[src/rtl/universal_shift_register_n.sv]
// Universal shift register with per-cycle modes and a burst engine that runs
// a programmed number of shifts/rotates behind a Busy/Done handshake.
module universal_shift_register_n #(
    parameter int WIDTH = 8,
    parameter int CNTW  = 4
) (
    input  logic             CLK,
    input  logic             Clear,
    input  logic             En,
    input  logic [2:0]       Mode,
    input  logic [WIDTH-1:0] I_par,
    input  logic             MSB_in,
    input  logic             LSB_in,
    input  logic             Start,
    input  logic [CNTW-1:0]  Burst_len,
    output logic [WIDTH-1:0] A_par,
    output logic             MSB_out,
    output logic             LSB_out,
    output logic             Busy,
    output logic             Done,
    output logic [CNTW-1:0]  Remaining
);

    logic [WIDTH-1:0] r_a;
    logic             r_busy;
    logic             r_done;
    logic [CNTW-1:0]  r_rem;
    logic [2:0]       r_bmode;

    logic [2:0]       w_opMode;
    logic [WIDTH-1:0] w_next;
    logic             w_canBurst;

    // A running burst uses its latched mode; otherwise the live Mode input applies.
    always_comb begin
        w_opMode = r_busy ? r_bmode : Mode;
        w_next   = r_a;
        case (w_opMode)
            3'b001:  w_next = {MSB_in, r_a[WIDTH-1:1]};
            3'b010:  w_next = {r_a[WIDTH-2:0], LSB_in};
            3'b011:  w_next = I_par;
            3'b100:  w_next = {r_a[0], r_a[WIDTH-1:1]};
            3'b101:  w_next = {r_a[WIDTH-2:0], r_a[WIDTH-1]};
            3'b110:  w_next = {r_a[WIDTH-1], r_a[WIDTH-1:1]};
            default: w_next = r_a;
        endcase
    end

    always_comb begin
        w_canBurst = 1'b0;
        case (Mode)
            3'b001, 3'b010, 3'b100, 3'b101, 3'b110: w_canBurst = 1'b1;
            default:                                w_canBurst = 1'b0;
        endcase
    end

    // Done is cleared on every edge regardless of En so it stays a single-cycle pulse.
    always_ff @(posedge CLK) begin
        if (Clear) begin
            r_a     <= '0;
            r_busy  <= 1'b0;
            r_done  <= 1'b0;
            r_rem   <= '0;
            r_bmode <= 3'b000;
        end else begin
            r_done <= 1'b0;
            if (En) begin
                if (r_busy) begin
                    r_a   <= w_next;
                    r_rem <= r_rem - CNTW'(1);
                    if (r_rem == CNTW'(1)) begin
                        r_busy <= 1'b0;
                        r_done <= 1'b1;
                    end
                end else if (Start && w_canBurst) begin
                    r_bmode <= Mode;
                    r_rem   <= '0;
                    if (Burst_len == '0) begin
                        r_done <= 1'b1;
                    end else if (Burst_len == CNTW'(1)) begin
                        r_a    <= w_next;
                        r_done <= 1'b1;
                    end else begin
                        r_a    <= w_next;
                        r_busy <= 1'b1;
                        r_rem  <= Burst_len - CNTW'(1);
                    end
                end else begin
                    r_a <= w_next;
                end
            end
        end
    end

    assign A_par     = r_a;
    assign MSB_out   = r_a[WIDTH-1];
    assign LSB_out   = r_a[0];
    assign Busy      = r_busy;
    assign Done      = r_done;
    assign Remaining = r_rem;

endmodule
[config.mk]
export PLATFORM = sky130hd
export DESIGN_NAME = universal_shift_register_n
export DESIGN_NICKNAME = d
export VERILOG_FILES = /design/src/rtl/universal_shift_register_n.sv
export SDC_FILE = /design/constraint.sdc
export NUM_CORES = 1
export LEC_CHECK = 0
export ABC_CLOCK_PERIOD_IN_PS = 1600
export BUFFER_PORTS_ARGS = -buffer_cell sky130_fd_sc_hd__buf_2
export CORE_MARGIN = 8
export CORE_UTILIZATION = 46
export CTS_CLUSTER_DIAMETER = 150
export CTS_CLUSTER_SIZE = 20
export DETAILED_ROUTE_END_ITERATION = 16
export GPL_TIMING_DRIVEN = 0
export PLACE_DENSITY = 0.75
export SYNTH_ARGS = -nofsm -noshare
export SYNTH_HDL_FRONTEND = slang
export SYNTH_SLANG_ARGS = --single-unit
export TNS_END_PERCENT = 10
[constraint.sdc]
create_clock -name CLK -period 1.6 [get_ports CLK]
set_input_delay 0.24 -clock CLK [delete_from_list [all_inputs] [get_ports CLK]]
set_output_delay 0.24 -clock CLK [all_outputs]
set_load 0.03 [all_outputs]
# Word level (Yosys, flattened, before mapping)
# Cells that the tools add are included.
[classes]
add_sub_neg = 2
mul = 0
div_mod_pow = 0
magnitude_cmp = 0
n_eq_ne = 14
shift = 0
n_mux = 20
bitwise_logic = 2
reduce_logical = 8
[op_table]
columns = ["operator", "count"]
rows = [
  ["one-hot mux 8 bit (6 select lines)", 1],
  ["2-to-1 mux 8 bit", 3],
  ["== test 3 bit (second input constant)", 6],
  ["2-to-1 mux 4 bit", 4],
  ["2-to-1 mux 1 bit", 11],
  ["== test 3 x 2 -> 1 bit (second input constant)", 3],
  ["== test 4 x 1 -> 1 bit (second input constant)", 2],
  ["subtractor 4 x 1 -> 4 bit (second input constant)", 2],
  ["== test 3 x 1 -> 1 bit (second input constant)", 2],
  ["OR reduction 5 bit", 1],
  ["zero test 4 bit", 1],
  ["AND reduction 2 bit", 2],
  ["2-to-1 mux 3 bit", 1],
  ["!= test 3 bit (second input constant)", 1],
  ["AND reduction 3 bit", 1],
  ["inverter 1 bit", 2],
  ["nonzero test 2 bit", 1],
  ["OR reduction 2 bit", 1],
  ["logical AND 1 bit", 1],
]
[totals]
ff_bits = 17
latchBits = 0
ramBits = 0
rom_bits = 0
output_inout_bits = 16
elab_cells = 51
n_memories = 0

# Logic depth before layout (Yosys ltp)
# Gate-level depths: netlist of run 1.
[logic_depth]
word_depth = 6
mapped_depth = 7
depth_no_buf = 7

# Least setup slack after synthesis of run 1
# OpenSTA, ideal clock, no wires.
[synth_path]
kind = "register to register"
start = "register r_busy (netlist: Busy)"
end = "register r_a[0] (netlist: A_par[0])"
arrival_ns = 1.711
path_slack_ns = -0.227
path_stages_with_launch = 7
path_buffers = 1
path_cell_list = "dfxtp_1 > buf_6 > mux2_4 > o31ai_4 > a211oi_2 > o211a_1 > a31o_1"
[synth_via]
elab_chain_len = 6
elab_cells_between_ends = 13
cone_classes = "eq/ne: 7; mux: 5; reduce/logical: 1"
[synth_lines]
columns = ["element", "line_no", "text"]
rows = [
  ["from (decl)", "25", "logic r_busy;"],
  ["from (signal assigned)", "61", "r_busy <= 1'b0;"],
  ["from (signal assigned)", "72", "r_busy <= 1'b0;"],
  ["from (signal assigned)", "85", "r_busy <= 1'b1;"],
  ["2-to-1 mux 3 bit", "36", "w_opMode = r_busy ? r_bmode : Mode;"],
  ["== test 3 bit, or another cell as far along", "38", "case (w_opMode)"],
  ["one-hot mux 8 bit (6 select lines)", "38", ""],
  ["2-to-1 mux 8 bit", "78", "if (Burst_len == '0) begin"],
  ["2-to-1 mux 8 bit", "75", "end else if (Start && w_canBurst) begin"],
  ["2-to-1 mux 8 bit", "68", "if (r_busy) begin"],
  ["to (signal assigned)", "69", "r_a <= w_next;"],
  ["to (signal assigned)", "81", "r_a <= w_next;"],
  ["to (signal assigned)", "84", "r_a <= w_next;"],
  ["to (decl)", "24", "logic [WIDTH-1:0] r_a;"],
]
# Parallel ways exist; a longest one is shown, timed or not. The select of a mux whose other input is x is not followed.
# A chain may end at the register's enable or synchronous reset.

# Worst setup path after layout of run 1
# Same ends and word-level chain as after synthesis.

==> impl_metrics.toml, run 1 <==
[timing]
max_slew.worst_pin.slew_ns = 0.430
slew_headroom = 0.709
finalCritPeriodShare = 1.06
final_hold_viol_count = 0
setup_ws_ns = -0.0974
max_freq_mhz = 589
period_needed_ns = 1.70
clock_skew_ns = 0.00815
drv_slew = 0
rsz0062_at_grt = "yes"
setup_viol = 8
fin_tns_setup_ns = -0.497

[critical_path]
cpMaxStageDelayCell = "dfxtp_4"
worstPathRequired_ns = 1.86
crit_path_cell_trace = "buf_12, mux2i_4, nor2_2, a211oi_4, o211a_1, a31o_1"
startpoint_type = "flip-flop"
cp_max_fo = 10
cp-end-kind = "flip-flop"
cp.arrival_ns = 1.96
max_stage_delay_ns = 0.39
crit_buf_inv = 1
critPathLaunch = "Busy"
r2r-start = "Busy"
crit_family = "compound AO/OA/AOI/OAI gates"
path_class = "reg -> reg"

[status]
status = "finished, violations left"
violations = "setup timing"

[finish]
diodes = 0
fin_nets = 217
syn2layout_area_growth_pct = 26.8
fin_util = 0.589
drive_gt1_frac = 0.316
n_fill_cell = 248

[synthesis]
ys.flop_type = "dfxtp_1"
synth_cell_types = 42
yosys.area_share.adder = 0.0506
synthTopCellsByArea = "dfxtp_1 (28%), a21oi_1 (7.3%), ha_1 (5.1%)"
syn_area_um2 = 1240
syn_avg_cell_area_um2 = 8.25
synth_fp_nets = 176
yosysWarnings = 0
synth-xor-area-share = 0.00708
synth_top_area_frac = 0.275
synth_seq_cells = 17
synth_mux_area_frac = 0.0930
synth_common_cells = "a21oi_1 (18), dfxtp_1 (17), nor2_1 (12), o21ai_0 (12), nor3_1 (8)"
seq_area_frac_synth = 0.275
yosys.area.top_type = "dfxtp_1"
synth_compound_area_frac = 0.350
synth_cells = 150
synth_enable_flop_cells = 0
synth_top_family_by_area = "compound AO/OA/AOI/OAI gates"
synth.most_common_cell = "a21oi_1"
synth-simple-area-share = 0.166
async_flop_share = 0

[grt]
grt_max_degree = 11
overflow = 0
antenna_found_initial = 0
grt.total_usage = 0.160
grt_pass1_vias = 1307
grt_pass1_wl_um = 5730

[floorplanning]
rows = 19
floorplan.initialDensity = 0.465
dieArea_um2 = 4610
die_w_um = 67.9
ios = 37
chipHeight_um = 67.9
core_area_um2 = 2660

[drt]
ant_nets = 0
vias = 1353
vias_per_cell = 6.12
drc_errors = 0
wl_per_cell_um = 16.2
first_pass_iters = 4
routed_wl_um = 3570
drt-initial-drc-count = 65

[placed_design]
portBuffers = 35
hpwl_um = 2660
place_congestion = 0.932

[clock_network]
cts_hold_buf = 0
root_buffer = "clkbuf_4"
h-tree-depth = 1
clkLatencyLatePin_ns = 0.31
clockBufferDepth = 2
cts_tree = "yes"
clk_pin_slew_worst_paths_ns = 0.11
clock-sinks = 17
cts_buffers = 3

[worst_hold_path]
min_from = "Mode[0]"
min-delay-path-class = "in -> reg"

[power]
p_leak_nw = 0.687
power_density_nw_per_um2 = 763
vdd_drop_max_v = 0.000536

[job]
drv_cap = 0
per-stage QoR:
step | hold WS [ns] | area, um^2 | setup slack [ns] | total power [mW] | cells
4_1_cts | 0.263 | 1550 | -0.0603 | 1.19 | 220
2_1_floorplan | 0.384 | 1260 | 0.0134 | 0.800 | 150
3_5_place_dp | 0.537 | 1480 | -0.192 | 0.924 | 216
6_report | 0.259 | 1570 | -0.0974 | 1.20 | 221
5_1_grt | 0.309 | 1570 | -0.175 | 1.26 | 221
3_3_place_gp | 0.521 | 1480 | -0.193 | 0.910 | 216
layout make-up:
cell class,instances,area [um^2],share of cell area
buffer,9,70.1,0.0447
clock buffer,3,22.5,0.0144
clock inverter,1,5.00,0.00319
inverter,5,18.8,0.0120
multi-input combinational,119,875,0.557
sequential,17,344,0.219
tap,31,38.8,0.0247
timing repair buffer,36,195,0.124
cell usage in the layout (no fill, tap or decap), types with 3 or more instances in the layout:
cell and count:
buf_4 3, inv_1 5, or3_1 3, clkbuf_1 3, o21ai_0 11, clkbuf_4 3
nor3_1 8, a22o_1 6, mux2i_4 3, a21oi_1 18, nand2b_1 3, dfxtp_1 16
o21a_1 3, nor2_1 11, nand3_1 5, mux2i_1 4, buf_2 35, ha_1 5
nand2_1 3, a22oi_1 6
state kept, by name (all words and copies together) (netlist names):
signal,count
A_par,8
Busy,1
Done,1
Remaining,4
r_bmode,3
power breakdown:
part	internal (mW)	switching (mW)
logic	0.187	0.267
registers	0.455	0.0414
clock network	0.0936	0.154
total	0.736	0.462
per-layer routing:
layer,GRT usage,up-vias,wire length [um]
li1,-,646,-
met1,0.190,644,1550
met2,0.262,49,1680
met3,0.0475,14,255
met4,0.0716,0,94
met5,0,-,0
final timing paths:
check | endpoint | slack (ns) | depth (start not counted)
worst max-delay path | A_par[0] | -0.1 | 6
worst min-delay path | r_bmode[0] | 0.26 | 3
worst max register to register | A_par[0] | -0.1 | 6
worst min register to register | Remaining[3] | 0.56 | 2
repair_timing:
action,in CTS,in global routing
pin swaps,6,2
setup buffers,0,1
cloned,0,0
hold endpoints to repair,0,0
resized for setup,7,5
endpoints found under the setup margin,8,9
kinds of logic (layout without fill, tap and decap cells):
kind of cell	after synthesis	count (layout)
adder cells (fa/ha/maj)	5	5
multiplexers	10	10
XOR/XNOR	1	1
AO/OA/AOI/OAI	63	63
flip-flops	17	17
AND/OR/NAND/NOR	40	40
buffers and inverters	14	54
worst reg2reg max path: cells and delay by family (launching register included):
| kind | cells | cell delay, ns |
|---|---|---|
| buffers and inverters | 1 | 0.15 |
| and+or+nand+nor | 1 | 0.11 |
| DFF | 1 | 0.39 |
| AOI/OAI and AO/OA | 3 | 0.68 |
| muxes | 1 | 0.31 |
(Power assumes the default switching activity.)
==> run 2: changes to the inputs <==
--- a/config.mk
+++ b/config.mk
@@ -6,7 +6,8 @@
 export NUM_CORES = 1
 export LEC_CHECK = 0
 export ABC_CLOCK_PERIOD_IN_PS = 1600
-export BUFFER_PORTS_ARGS = -buffer_cell sky130_fd_sc_hd__buf_2
+export BUFFER_PORTS_ARGS = -buffer_cell sky130_fd_sc_hd__buf_4
+export CORE_ASPECT_RATIO = 1.5
 export CORE_MARGIN = 8
 export CORE_UTILIZATION = 46
 export CTS_CLUSTER_DIAMETER = 150
==> constraint.sdc (replaced) <==
create_clock -name CLK -period 1.6 [get_ports CLK]
set_input_delay 0.32 -clock CLK [delete_from_list [all_inputs] [get_ports CLK]]
set_output_delay 0.32 -clock CLK [all_outputs]
set_load 0.03 [all_outputs]
==> run 2 against run 1 <==
Net effect: maximum frequency is 1.2% higher; largest power group is now combinational cells; the flow still finishes with violations (setup timing); sequential share of layout area fell by 2.5 points; via count up 2.4%.
==> impl_metrics.toml, run 2 (same netlist as run 1, synthesis figures left out) <==
[drt]
first_pass_iters = 4
drt-initial-drc-count = 59
routed_wl_um = 3980
drc_errors = 0
vias = 1386
vias_per_cell = 5.95
ant_nets = 0
wl_per_cell_um = 17.1

[clock_network]
root_buffer = "clkbuf_8"
h-tree-depth = 1
cts_hold_buf = 0
clkLatencyLatePin_ns = 0.25
cts_buffers = 3
clk_pin_slew_worst_paths_ns = 0.07
cts_tree = "yes"
clockBufferDepth = 2
clock-sinks = 17

[finish]
drive_gt1_frac = 0.378
layout_commonest_cell = "buf_4"
largest_reg_flops = 8
final_cell_area_um2 = 1770
diodes = 0
syn2layout_area_growth_pct = 43.1
final_cell_mix = "buf_4 (43), dfxtp_1 (16), a21oi_1 (14), o21ai_0 (11), nor2_1 (10)"
fin_nets = 223
n_fill_cell = 212
fin_util = 0.676

[power]
sw_frac_of_total = 0.361
p_leak_nw = 0.738
power_density_nw_per_um2 = 760
vdd_drop_max_v = 0.000512
p_switching_uw = 485
clockPowerShare = 0.242
internal_power_uw = 860
power_mw = 1.35
pwr-share-comb = 0.386
seqPwrFrac = 0.372

[grt]
grt_pass1_vias = 1392
overflow = 0
grt.total_usage = 0.165
grt_pass1_wl_um = 6250
use_met2 = 0.323
busiest_layer = "met2"
antenna_found_initial = 0
grt_max_degree = 11
grt_util_met3 = 0.0387
use_met1 = 0.155

[floorplanning]
core_area_um2 = 2620
chipHeight_um = 79.5
die_w_um = 58.4
ios = 37
floorplan.initialDensity = 0.473
rows = 23
dieArea_um2 = 4640

[critical_path]
path_class = "reg -> reg"
r2r_slack_ns = -0.08
cp-end-kind = "flip-flop"
cp.arrival_ns = 1.83
cp_max_fo = 7
startpoint_type = "flip-flop"
worstPathRequired_ns = 1.75

[placed_design]
place_congestion = 0.871
hpwl_um = 2940
portBuffers = 35
place_area_um2 = 1570

[timing]
hold_slack_ns = 0.369
fin_tns_setup_ns = -0.401
max_slew.worst_pin.slew_ns = 0.456
finalCritPeriodShare = 1.05
clock_skew_ns = 0.00220
period_needed_ns = 1.68
slew_headroom = 0.696
setup_viol = 9
drv_slew = 0
setup_ws_ns = -0.0774
max_freq_mhz = 596
final_hold_viol_count = 0
rsz0062_at_grt = "yes"

[status]
status = "finished, violations left"
violations = "setup timing"

[worst_hold_path]
min-delay-path-class = "in -> reg"

[job]
drv_cap = 0
## run 2: cell types whose count changed in the layout (fill, tap and decap cells not counted), moves of 3 or more
cell	before	now
a21oi_1	18	14
clkbuf_4	3	0
buf_4	3	43
buf_2	35	0
clkbuf_8	0	3
a21oi_2	1	5
## run 2: per-stage QoR
| stage | setup slack [ns] | std cells |
|---|---|---|
| final | -0.0774 | 233 |
| after global routing | -0.140 | 233 |
| after detailed placement | -0.310 | 222 |
| after floorplan | 0.0134 | 150 |
| after global placement | -0.249 | 222 |
| after CTS | -0.0629 | 227 |
## run 2: worst max-delay path: stages, from the launching register on
cell,delay [ns]
dfxtp_4,0.38
buf_12,0.14
mux2_4,0.33
o31ai_4,0.33
a211oi_4,0.10
o211a_1,0.13
a31o_1,0.17
## run 2: power groups by stage
stage | combinational, mW | sequential [mW] | clock, mW
3_5_place_dp | 0.457 | 0.505 | 0
3_3_place_gp | 0.445 | 0.503 | 0
6_report | 0.519 | 0.500 | 0.326
5_1_grt | 0.558 | 0.505 | 0.349
4_1_cts | 0.479 | 0.497 | 0.332
2_1_floorplan | 0.247 | 0.553 | 0
## run 2: final cells by class
cell class / instances / area (um^2) / area share
multi-input combinational: 119 / 920 / 0.519
sequential: 17 / 344 / 0.194
timing repair buffer: 42 / 327 / 0.184
buffer: 9 / 68.8 / 0.0389
tap: 37 / 46.3 / 0.0261
clock buffer: 3 / 41.3 / 0.0233
inverter: 5 / 18.8 / 0.0106
clock inverter: 1 / 5.00 / 0.00283
## run 2: path summary, 6_finish.rpt
kind	cells after the start	start	endpoint
max	6	Busy	A_par[0]
min reg2reg	2	A_par[7]	A_par[7]
max reg2reg	6	Busy	A_par[0]
min	3	Mode[2]	r_bmode[2]
## run 2: metal layers
layer	share of wire	wire length [um]	vias up
li1	-	-	659
met1	0.37	1480	674
met3	0.058	231	5
met5	0	0	-
met2	0.56	2230	48
met4	0.012	46	0
## run 2: timing repair
action / in CTS / in global routing
buffers inserted: 1 / 6
setup endpoints to repair: 9 / 9
pin swaps: 2 / 9
gates resized for setup: 7 / 18
==> run 3: changes to the inputs <==
--- a/config.mk
+++ b/config.mk
@@ -9,12 +9,12 @@
 export BUFFER_PORTS_ARGS = -buffer_cell sky130_fd_sc_hd__buf_4
 export CORE_ASPECT_RATIO = 1.5
 export CORE_MARGIN = 8
-export CORE_UTILIZATION = 46
+export CORE_UTILIZATION = 48
+export CTS_BUF_LIST = sky130_fd_sc_hd__clkbuf_4
 export CTS_CLUSTER_DIAMETER = 150
 export CTS_CLUSTER_SIZE = 20
 export DETAILED_ROUTE_END_ITERATION = 16
-export GPL_TIMING_DRIVEN = 0
-export PLACE_DENSITY = 0.75
+export PLACE_DENSITY = 0.78
 export SYNTH_ARGS = -nofsm -noshare
 export SYNTH_HDL_FRONTEND = slang
 export SYNTH_SLANG_ARGS = --single-unit
==> run 3 against run 2 <==
Net effect: the flow still finishes with violations (setup timing); hold slack lost 0.11 ns; critical path depth is the same; utilization increased by 1.8 points; die area fell by 3.2%; non-clock buffer count up 5; largest cell class unchanged; power decreased by 8.5%; setup slack better by 0.028 ns; first-iteration DRC count is 63% lower; clock-buffer cell count unchanged.
==> impl_metrics.toml, run 3 (same netlist as run 1, synthesis figures left out) <==
[floorplanning]
chipHeight_um = 78.2
rows = 22
floorplan.initialDensity = 0.505
die_w_um = 57.5
ios = 37
core_area_um2 = 2450
dieArea_um2 = 4490

[finish]
largest_reg_flops = 8
fin_nets = 228
fin_util = 0.694
n_fill_cell = 209
final_cell_mix = "buf_4 (56), a21oi_1 (18), dfxtp_1 (16), nor2_1 (12), o21ai_0 (12)"
diodes = 0
drive_gt1_frac = 0.363
layout_commonest_cell = "buf_4"
syn2layout_area_growth_pct = 37.4
stdcell_count = 225

[critical_path]
cp.arrival_ns = 1.85
cp_max_fo = 7
cp-end-kind = "flip-flop"
r2r_slack_ns = -0.05
worstPathRequired_ns = 1.80
r2r-start = "Busy"
path_class = "reg -> reg"
critPathLaunch = "Busy"
startpoint_type = "flip-flop"

[grt]
antenna_found_initial = 0
grt_pass1_wl_um = 5970
grt.total_usage = 0.159
overflow = 0
grt_max_degree = 16
grt_pass1_vias = 1361

[job]
drv_cap = 0

[timing]
hold_slack_ns = 0.257
slew_headroom = 0.714
period_needed_ns = 1.65
setup_viol = 2
max_slew.worst_pin.slew_ns = 0.427
clock_skew_ns = 0.00368
rsz0062_at_grt = "yes"
max_freq_mhz = 606
final_hold_viol_count = 0
finalCritPeriodShare = 1.03
drv_slew = 0
setup_ws_ns = -0.0492

[placed_design]
place_congestion = 0.862
placedCellCount = 221
hpwl_um = 2960
portBuffers = 36
pre_cts_ws_ns = -0.233

[status]
violations = "setup timing"
status = "finished, violations left"

[drt]
drc_errors = 0
vias_per_cell = 6.12
first_pass_iters = 4
vias = 1378
drt-initial-drc-count = 22
ant_nets = 0
wl_per_cell_um = 16.1
routed_wl_um = 3620

[clock_network]
cts_setup_buffers = 0
cts_buffers = 3
clkLatencyLatePin_ns = 0.29
root_buffer = "clkbuf_4"
clock-sinks = 17
clk_pin_slew_worst_paths_ns = 0.11
clockBufferDepth = 2
cts_hold_buf = 0
cts_tree = "yes"
h-tree-depth = 1

[worst_hold_path]
min_from = "Clear"
min-delay-path-class = "in -> reg"

[power]
vdd_drop_max_v = 0.000512
power_density_nw_per_um2 = 724
power_mw = 1.23
p_leak_nw = 0.763
[run 3: changes by cell type in the layout (fill, tap and decap cells not counted), sizes merged]
cell    change
buf         +9
clkbuf      -4
[run 3: final timing paths]
kind / to / cells after the start
setup / recovery: A_par[0] / 6
hold / removal: Busy / 2
setup reg to reg: A_par[0] / 6
hold reg to reg: Remaining[1] / 2
[run 3: critical path: stages, from the launching register on]
cell and delay [ns]:
dfxtp_4 0.44, buf_4 0.14, mux2_4 0.33, o31ai_4 0.22
a211oi_2 0.12, o211a_1 0.14, a31o_1 0.17
[run 3: layout make-up]
type | count | area [um^2] | area share
sequential | 17 | 344 | 0.202
tap | 24 | 30.0 | 0.0177
clock buffer | 3 | 22.5 | 0.0132
timing repair buffer | 56 | 420 | 0.247
multi-input combinational | 119 | 860 | 0.506
clock inverter | 1 | 5.00 | 0.00294
inverter | 5 | 18.8 | 0.0110
[run 3: what timing repair did]
item / in CTS / in global routing
setup endpoints to repair: 7 / 8
cloned: 0 / 0
pin swaps: 0 / 1
gates resized for setup: 3 / 0
[run 3: power breakdown]
part | leakage [nW] | switching, mW | internal [mW]
Sequential | 0.140 | 0.0451 | 0.455
Combinational | 0.605 | 0.258 | 0.228
Clock | 0.0177 | 0.153 | 0.0929
[run 3: metrics by stage]
stage | area, um^2 | setup TNS (ns)
detailed placement | 1660 | -1.41
floorplan | 1260 | 0
global placement | 1660 | -1.01
finish | 1700 | -0.0570
CTS | 1700 | -0.0731
global route | 1700 | -0.745
[run 3: metal layers]
layer | up-vias | share of wire | global-route usage
met5 | - | 0 | 0
met3 | 6 | 0.065 | 0.0375
met1 | 649 | 0.38 | 0.156
met4 | 0 | 0.013 | 0.0554
met2 | 51 | 0.54 | 0.309
li1 | 672 | - | -
